### config.mk
export PLATFORM = sky130hd
export DESIGN_NAME = deser32
export DESIGN_NICKNAME = d
export VERILOG_FILES = /design/src/rtl/deser32_pkg.sv /design/src/rtl/deser32_bit_counter.sv /design/src/rtl/deser32.sv
export SDC_FILE = /design/constraint.sdc
export NUM_CORES = 1
export LEC_CHECK = 0
export CAP_MARGIN = 30
export CORE_MARGIN = 5
export CORE_UTILIZATION = 50
export CTS_CLUSTER_DIAMETER = 30
export DETAILED_ROUTE_END_ITERATION = 8
export HOLD_SLACK_MARGIN = 0.02
export PLACE_DENSITY = 0.87
export SLEW_MARGIN = 25
export SYNTH_ARGS = -nofsm -noshare
export SYNTH_HDL_FRONTEND = slang
export SYNTH_SLANG_ARGS = --single-unit
### constraint.sdc
create_clock -name clk -period 2.1 [get_ports clk]
set_input_delay 0.42 -clock clk [delete_from_list [all_inputs] [get_ports clk]]
set_output_delay 0.42 -clock clk [all_outputs]
set_load 0.05 [all_outputs]
### src/rtl/deser32_pkg.sv
// Shared constants and state encoding for the deser32 serial-to-parallel collector.
package deser32_pkg;

    localparam int WIDTH_DEF = 32;
    localparam int CW_DEF    = 5;

    typedef enum logic [1:0] {
        ST_IDLE  = 2'b00,
        ST_SHIFT = 2'b01,
        ST_DONE  = 2'b10
    } state_t;

endpackage

### src/rtl/deser32_bit_counter.sv
// Bit counter for deser32: synchronous clear/enable, with terminal-count flag
// raised when the counter sits on the final bit position (WIDTH-1).
module bit_counter #(
    parameter int CW    = 5,
    parameter int WIDTH = 32
) (
    input  logic          clk,
    input  logic          rst,
    input  logic          clr,
    input  logic          en,
    output logic [CW-1:0] cnt,
    output logic          tc
);

    // Count qualified bits; clear has priority over enable.
    always_ff @(posedge clk or negedge rst) begin
        if (!rst) begin
            cnt <= '0;
        end else if (clr) begin
            cnt <= '0;
        end else if (en) begin
            cnt <= cnt + CW'(1);
        end
    end

    assign tc = (cnt == CW'(WIDTH - 1));

endmodule

### src/rtl/deser32.sv
// deser32: collects WIDTH serial bits (LSB first) into a parallel word and
// pulses done for one cycle when the word is complete.
//
// state    | meaning
// ---------+----------------------------------------------------------
// ST_IDLE  | waiting for start; bit_en/sin/abort ignored
// ST_SHIFT | sampling sin on each bit_en; abort returns to IDLE
// ST_DONE  | word just loaded; done high for this single cycle
module deser32
    import deser32_pkg::*;
#(
    parameter int WIDTH = WIDTH_DEF,
    parameter int CW    = CW_DEF
) (
    input  logic             clk,
    input  logic             rst,
    input  logic             start,
    input  logic             bit_en,
    input  logic             sin,
    input  logic             abort,
    output logic [WIDTH-1:0] word,
    output logic             done,
    output logic             busy,
    output logic [CW-1:0]    bit_cnt
);

    state_t           state;
    state_t           state_nxt;
    logic [WIDTH-1:0] shreg;
    logic [WIDTH-1:0] shreg_shift;
    logic             tc;
    logic             in_idle;
    logic             in_shift;
    logic             take_bit;
    logic             last_bit;
    logic             cnt_clr;

    assign in_idle     = (state == ST_IDLE);
    assign in_shift    = (state == ST_SHIFT);
    assign shreg_shift = {sin, shreg[WIDTH-1:1]};

    // Abort wins over a coincident bit, so a cancelled final bit never loads word.
    assign take_bit = in_shift && bit_en && !abort;
    assign last_bit = take_bit && tc;
    assign cnt_clr  = (in_idle && start) || (in_shift && abort) || last_bit;

    bit_counter #(
        .CW    (CW),
        .WIDTH (WIDTH)
    ) u_bit_counter (
        .clk (clk),
        .rst (rst),
        .clr (cnt_clr),
        .en  (take_bit),
        .cnt (bit_cnt),
        .tc  (tc)
    );

    // State register.
    always_ff @(posedge clk or negedge rst) begin
        if (!rst) begin
            state <= ST_IDLE;
        end else begin
            state <= state_nxt;
        end
    end

    // Next-state decode; the unused encoding falls back to IDLE.
    always_comb begin
        state_nxt = ST_IDLE;
        case (state)
            ST_IDLE:  state_nxt = start ? ST_SHIFT : ST_IDLE;
            ST_SHIFT: begin
                if (abort) begin
                    state_nxt = ST_IDLE;
                end else if (bit_en && tc) begin
                    state_nxt = ST_DONE;
                end else begin
                    state_nxt = ST_SHIFT;
                end
            end
            ST_DONE:  state_nxt = ST_IDLE;
            default:  state_nxt = ST_IDLE;
        endcase
    end

    // Status outputs decode straight from the state register.
    always_comb begin
        busy = 1'b0;
        done = 1'b0;
        case (state)
            ST_SHIFT: busy = 1'b1;
            ST_DONE:  done = 1'b1;
            default:  ;
        endcase
    end

    // Shift register: cleared at capture start, shifts right on each accepted bit.
    always_ff @(posedge clk or negedge rst) begin
        if (!rst) begin
            shreg <= '0;
        end else if (in_idle && start) begin
            shreg <= '0;
        end else if (take_bit) begin
            shreg <= shreg_shift;
        end
    end

    // Output word only updates on the completing bit, so partial words never show.
    always_ff @(posedge clk or negedge rst) begin
        if (!rst) begin
            word <= '0;
        end else if (last_bit) begin
            word <= shreg_shift;
        end
    end

endmodule

==> results of run 1 <==
## through the flow
stage               setup slack [ps]  instance area (um^2)  hold WS [ps]
detailed placement              81.5                  3310           466
CTS                             71.6                  3470           110
floorplan                        132                  2750           124
global route                    22.8                  3470           127
global placement                 129                  3310           460
finish                          93.3                  3470           104
## where the power goes
group	leakage (nW)	internal, mW	switching (mW)
clock network	0.0869	0.469	0.442
registers	0.975	1.36	0.0128
logic	0.713	0.0491	0.0993
total	1.78	1.88	0.554
## sequential cells by signal (all words and copies together), names as in the netlist
| register | flops |
|---|---|
| shreg | 31 |
| u_bit_counter.cnt | 5 |
| state | 2 |
| word | 32 |
## cell usage after synthesis (all sizes together)
cell type,number
a22o,35
nor3,1
nand3,1
a211o,1
nand3b,2
a21oi,1
inv,1
clkbuf,3
mux2,33
dfrtp,70
ha,2
nand2,2
and3,1
nor2,2
buf,7
nand2b,1
xnor2,1
nor2b,2
a21o,1
xor2,1
nor4bb,1
## worst min-delay path by stage
stage | start | endpoint | slack [ps] | cells after the start
after floorplan | rst | shreg[10]$_DFFE_PN0P_ | 120 | 0
after global placement | rst | word[4]$_DFFE_PN0P_ | 460 | 2
after detailed placement | rst | word[5]$_DFFE_PN0P_ | 470 | 2
after CTS | rst | word[5]$_DFFE_PN0P_ | 110 | 2
after global routing | rst | shreg[4]$_DFFE_PN0P_ | 130 | 2
final | rst | word[4]$_DFFE_PN0P_ | 100 | 2
## per-layer routing
layer  track usage  vias up  routed length [um]
met4        0.0687        0                  46
met5             0        -                   0
li1              -      730                   -
met2         0.209       35                2140
met1         0.198      763                2300
met3        0.0530        4                 250
## final cells by class
class	instances	area (um^2)
repair buffers	50	513
fillers	396	1970
multi-input cells	88	948
inverters	1	3.75
clock buffers	11	151
clock inverters	2	10.0
well taps	72	90.1
flip-flops and latches	70	1750
## kinds of logic after synthesis
kind of cell | after synthesis | share of synthesized area
adder cells (fa/ha/maj) | 2 | 0.00909
multiplexers | 33 | 0.174
buffers and inverters | 11 | 0.0250
AO/OA/AOI/OAI | 38 | 0.119
XOR/XNOR | 2 | 0.00636
AND/OR/NAND/NOR | 13 | 0.0300
flip-flops | 70 | 0.636
==> results.toml, run 1 <==
[status]
outcome = "completed"

[worst_setup_path]
r2r_start = "u_bit_counter.cnt[0]$_DFFE_PN0P_"
cp_data_required_time_ps = 1680
rrSetupSlack_ps = 240
crit_slowest_cell = "clkdlybuf4s50_1"
crit_arrival_ps = 1590
critical-path-top-delay-family = "buffers and inverters"
rr_worst_depth = 5
crit_end = "bit_cnt[2]"
crit_path_cell_trace = "clkdlybuf4s50_1"
crit_type = "reg2out"
slowest_delay_ps = 830
r2r-end = "u_bit_counter.cnt[0]$_DFFE_PN0P_"
end_kind = "output port"
crit_start = "u_bit_counter.cnt[2]$_DFFE_PN0P_"
worstPathBufferInverterCount = 1
crit_path_max_fanout = 5
crit_cells = 1
cp-start-kind = "flip-flop"

[clock_network]
post_cts_buffers = 0
holdBufCountCts = 0
cts_htree_levels = 3
clk_latency_ps = 330
post_cts_resized = 0
clockBufferDepth = 2
clock-root-buffer = "clkbuf_8"
clk_pin_slew_ps = 70
clock-sinks = 70
cts_tree = "yes"
cts_made_buffers = 9

[synth]
yosysUniqueCellTypes = 24
synth.avg_cell_area_um2 = 16.3
yosys.area.top_type = "dfrtp_1"
synth_cells = 169
synth_top_area_share = 0.636
ys_warn_count = 0
seq_area_frac_synth = 0.636
syn_nets = 177
ys_seq_elements = 70
syn-cell-area_um2 = 2750
synth_area_leaders = "dfrtp_1 (64%), mux2_4 (16%), a22o_1 (11%)"

[routing]
via_per_inst = 5.21
drt-initial-drc-count = 78
vias = 1532
drt-total-wl_mm = 4.74
drt_drc_violations_left = 0
drt-pass1-iter-count = 4
ant_nets = 0
wl_per_cell_um = 16.1

[timing]
fin_crit_sh = 0.956
fin_crit_ps = 2010
finClkSkew_ps = 3.62
hold_viol_final = 0
fmax_mhz = 498
slew_headroom = 0.637
fin_tns_setup_ps = 0
slew_violations = 0
setup_viol = 0
grt_setup_unrepaired = "false"
tightest_slew_ps = 540

[global_route]
grt_util_all_layers = 0.146
antenna_found_initial = 0
grt_pass1_vias = 1584
grt_max_degree = 71
grt_pass1_wl_mm = 8.07
overflow = 0

[die]
fp.dieArea_um2 = 7090
die_y_um = 84.2
rows = 27
io_pins = 45
start_util = 0.506
die_w_um = 84.2
design.core.area_um2 = 5440

[placement]
dp.final_hpwl_mm = 3.08
globalplace.congestion = 0.749
placedCellCount = 281
port_buffers = 44

[pwr]
p_per_area_nw_per_um2 = 701
power_mw = 2.43
cellLeakagePower_nw = 1.78
vdd_drop_max_uv = 451

[final_layout]
area_growth_pct = 25.9
utilization = 0.638
final_cell_mix = "dfrtp_1 (70), clkdlybuf4s50_1 (41), a22o_1 (35)"
final_common_cell = "dfrtp_1"
num_antenna_cells = 0
final-instance-count-excl-fill = 294
final_nets = 228
drive_above_1_share = 0.257

[min_path]
hold_class = "in2async"

[run]
drv_cap = 0
Power figures use the tool's default switching activity.
==> inputs of run 2 (changes only) <==
--- a/config.mk
+++ b/config.mk
@@ -10,8 +10,9 @@
 export CORE_UTILIZATION = 50
 export CTS_CLUSTER_DIAMETER = 30
 export DETAILED_ROUTE_END_ITERATION = 8
+export DONT_BUFFER_PORTS = 1
 export HOLD_SLACK_MARGIN = 0.02
-export PLACE_DENSITY = 0.87
+export PLACE_DENSITY = 0.77
 export SLEW_MARGIN = 25
 export SYNTH_ARGS = -nofsm -noshare
 export SYNTH_HDL_FRONTEND = slang
==> run 2 against run 1 <==
Against the previous run: worst hold slack gained 130 ps; first-iteration DRC count decreased by 21%; fmax up 7.3%; critical path depth grew 4; combinational power about the same; setup slack improved by 140 ps; non-clock buffer count fell by 37; wire length grew 8.9%; clock skew rose by 3.3 ps; utilization fell by 6.1 points; final cell count down 12%; via count fell by 3.2%; critical path type is now reg2reg; critical endpoint is now u_bit_counter.cnt[0]$_DFFE_PN0P_.
==> results.toml, run 2 (synthesized netlist as in run 1, its figures left out) <==
[status]
outcome = "completed"

[die]
fp.dieArea_um2 = 7090
io_pins = 45
start_util = 0.506
rows = 27
die_y_um = 84.2
die_w_um = 84.2
design.core.area_um2 = 5440

[clock_network]
cts_htree_levels = 3
clock-root-buffer = "clkbuf_8"
cts_tree = "yes"
clk_latency_ps = 330
clk_pin_slew_ps = 70
clock-sinks = 70
post_cts_buffers = 0
clockBufferDepth = 2
cts_made_buffers = 9

[timing]
fin_crit_sh = 0.891
hold_viol_final = 0
slew_headroom = 0.655
slew_violations = 0
fin_crit_ps = 1870
finClkSkew_ps = 6.89
setup_ws_ps = 230
tightest_slew_ps = 514
fin_tns_setup_ps = 0
fmax_mhz = 535
setup_viol = 0
grt_setup_unrepaired = "false"

[global_route]
grt-busiest-layer = "met2"
antenna_found_initial = 0
met1_usage = 0.192
overflow = 0
grt_pass1_vias = 1618
grt_util_met3 = 0.0628
grt.met2_usage = 0.241
grt_util_all_layers = 0.158
grt_max_degree = 71
grt_pass1_wl_mm = 8.73

[final_layout]
final_nets = 191
reg_top3 = "word (32), shreg (31), u_bit_counter.cnt (5)"
final_area_um2 = 3140
final_common_cell = "dfrtp_1"
top_register = "word"
drive_above_1_share = 0.317
area_growth_pct = 13.9
utilization = 0.576
largest_reg_flops = 32
final_cell_mix = "dfrtp_1 (70), a22o_1 (35), mux2_4 (29)"
num_antenna_cells = 0
fillers = 406

[worst_setup_path]
crit_type = "reg2reg"
r2r_start = "u_bit_counter.cnt[0]$_DFFE_PN0P_"
crit_path_max_fanout = 5
rrSetupSlack_ps = 230
crit_arrival_ps = 2140
rr_worst_depth = 5
cp_data_required_time_ps = 2370
end_kind = "flip-flop"
r2r-end = "u_bit_counter.cnt[0]$_DFFE_PN0P_"
cp-start-kind = "flip-flop"

[placement]
port_buffers = 0
globalplace.congestion = 0.659
dp_slack_ps = 279
placed_area_um2 = 2890
dp.final_hpwl_mm = 3.34

[pwr]
p_per_area_nw_per_um2 = 820
cellLeakagePower_nw = 1.67
vdd_drop_max_uv = 434

[routing]
drt-pass1-iter-count = 5
ant_nets = 0
wl_per_cell_um = 20.0
vias = 1483
drt_drc_violations_left = 0
drt-initial-drc-count = 62
via_per_inst = 5.75
drt-total-wl_mm = 5.16

[min_path]
min_to = "shreg[31]$_DFFE_PN0P_"
hold_class = "in2reg"
min_from = "sin"
hold_path_depth = 1

[run]
drv_cap = 0
[run 2: cell types whose count changed in the layout (fill, tap and decap cells not counted)]
cell             change
bufinv_16            +1
buf_2                -1
buf_16               +1
clkbuf_1             +2
buf_8                +1
buf_4                +3
clkinv_2             -2
clkdlybuf4s50_1     -41
dlygate4sd3_1        +1
buf_12               -1
[run 2: cell type report]
| type | count | area (um^2) | share of cell area |
|---|---|---|---|
| Clock buffer | 13 | 159 | 0.0507 |
| Clock inverter | 1 | 30.0 | 0.00958 |
| Inverter | 1 | 3.75 | 0.00120 |
| Multi-Input combinational cell | 88 | 948 | 0.302 |
| Sequential cell | 70 | 1750 | 0.559 |
| Tap cell | 72 | 90.1 | 0.0287 |
| Timing Repair Buffer | 13 | 153 | 0.0487 |
[run 2: how the worst max path moves through the flow]
stage                                startpoint                               end  cells after the start
2_1_floorplan  u_bit_counter.cnt[0]$_DFFE_PN0P_              word[10]$_DFFE_PN0P_                      6
3_3_place_gp   u_bit_counter.cnt[0]$_DFFE_PN0P_              word[31]$_DFFE_PN0P_                      6
3_5_place_dp   u_bit_counter.cnt[0]$_DFFE_PN0P_  u_bit_counter.cnt[0]$_DFFE_PN0P_                      5
4_1_cts        u_bit_counter.cnt[0]$_DFFE_PN0P_  u_bit_counter.cnt[0]$_DFFE_PN0P_                      5
5_1_grt        u_bit_counter.cnt[1]$_DFFE_PN0P_  u_bit_counter.cnt[0]$_DFFE_PN0P_                      5
6_report       u_bit_counter.cnt[0]$_DFFE_PN0P_  u_bit_counter.cnt[0]$_DFFE_PN0P_                      5
[run 2: per-stage QoR]
stage	power (mW)	std cells	hold slack, ps
6_report	2.57	258	230
3_3_place_gp	1.50	241	126
3_5_place_dp	1.50	241	126
2_1_floorplan	1.48	169	124
4_1_cts	2.60	257	212
5_1_grt	2.68	258	216
[run 2: worst max-delay path, cell delays in order, from the launching register on]
cell     delay [ps]
dfrtp_1         400
ha_1            240
and3_1          200
ha_1            240
nor3_1          460
mux2_2          270
[run 2: what timing repair did]
| action | 4_1_cts | 5_1_grt |
|---|---|---|
| endpoints found under the hold margin | 70 | 0 |
| hold buffers | 2 | 0 |
| resized for setup | 0 | 0 |
[run 2: layer usage]
layer,up-vias,part of all wire
met1,772,0.41
met3,13,0.065
met2,50,0.49
li1,648,-
met5,-,0
met4,0,0.028
[run 2: report_power, final]
group / internal, mW / total, mW / switching (mW)
logic: 0.0461 / 0.149 / 0.103
registers: 1.36 / 1.37 / 0.0125
clock network: 0.602 / 1.05 / 0.448
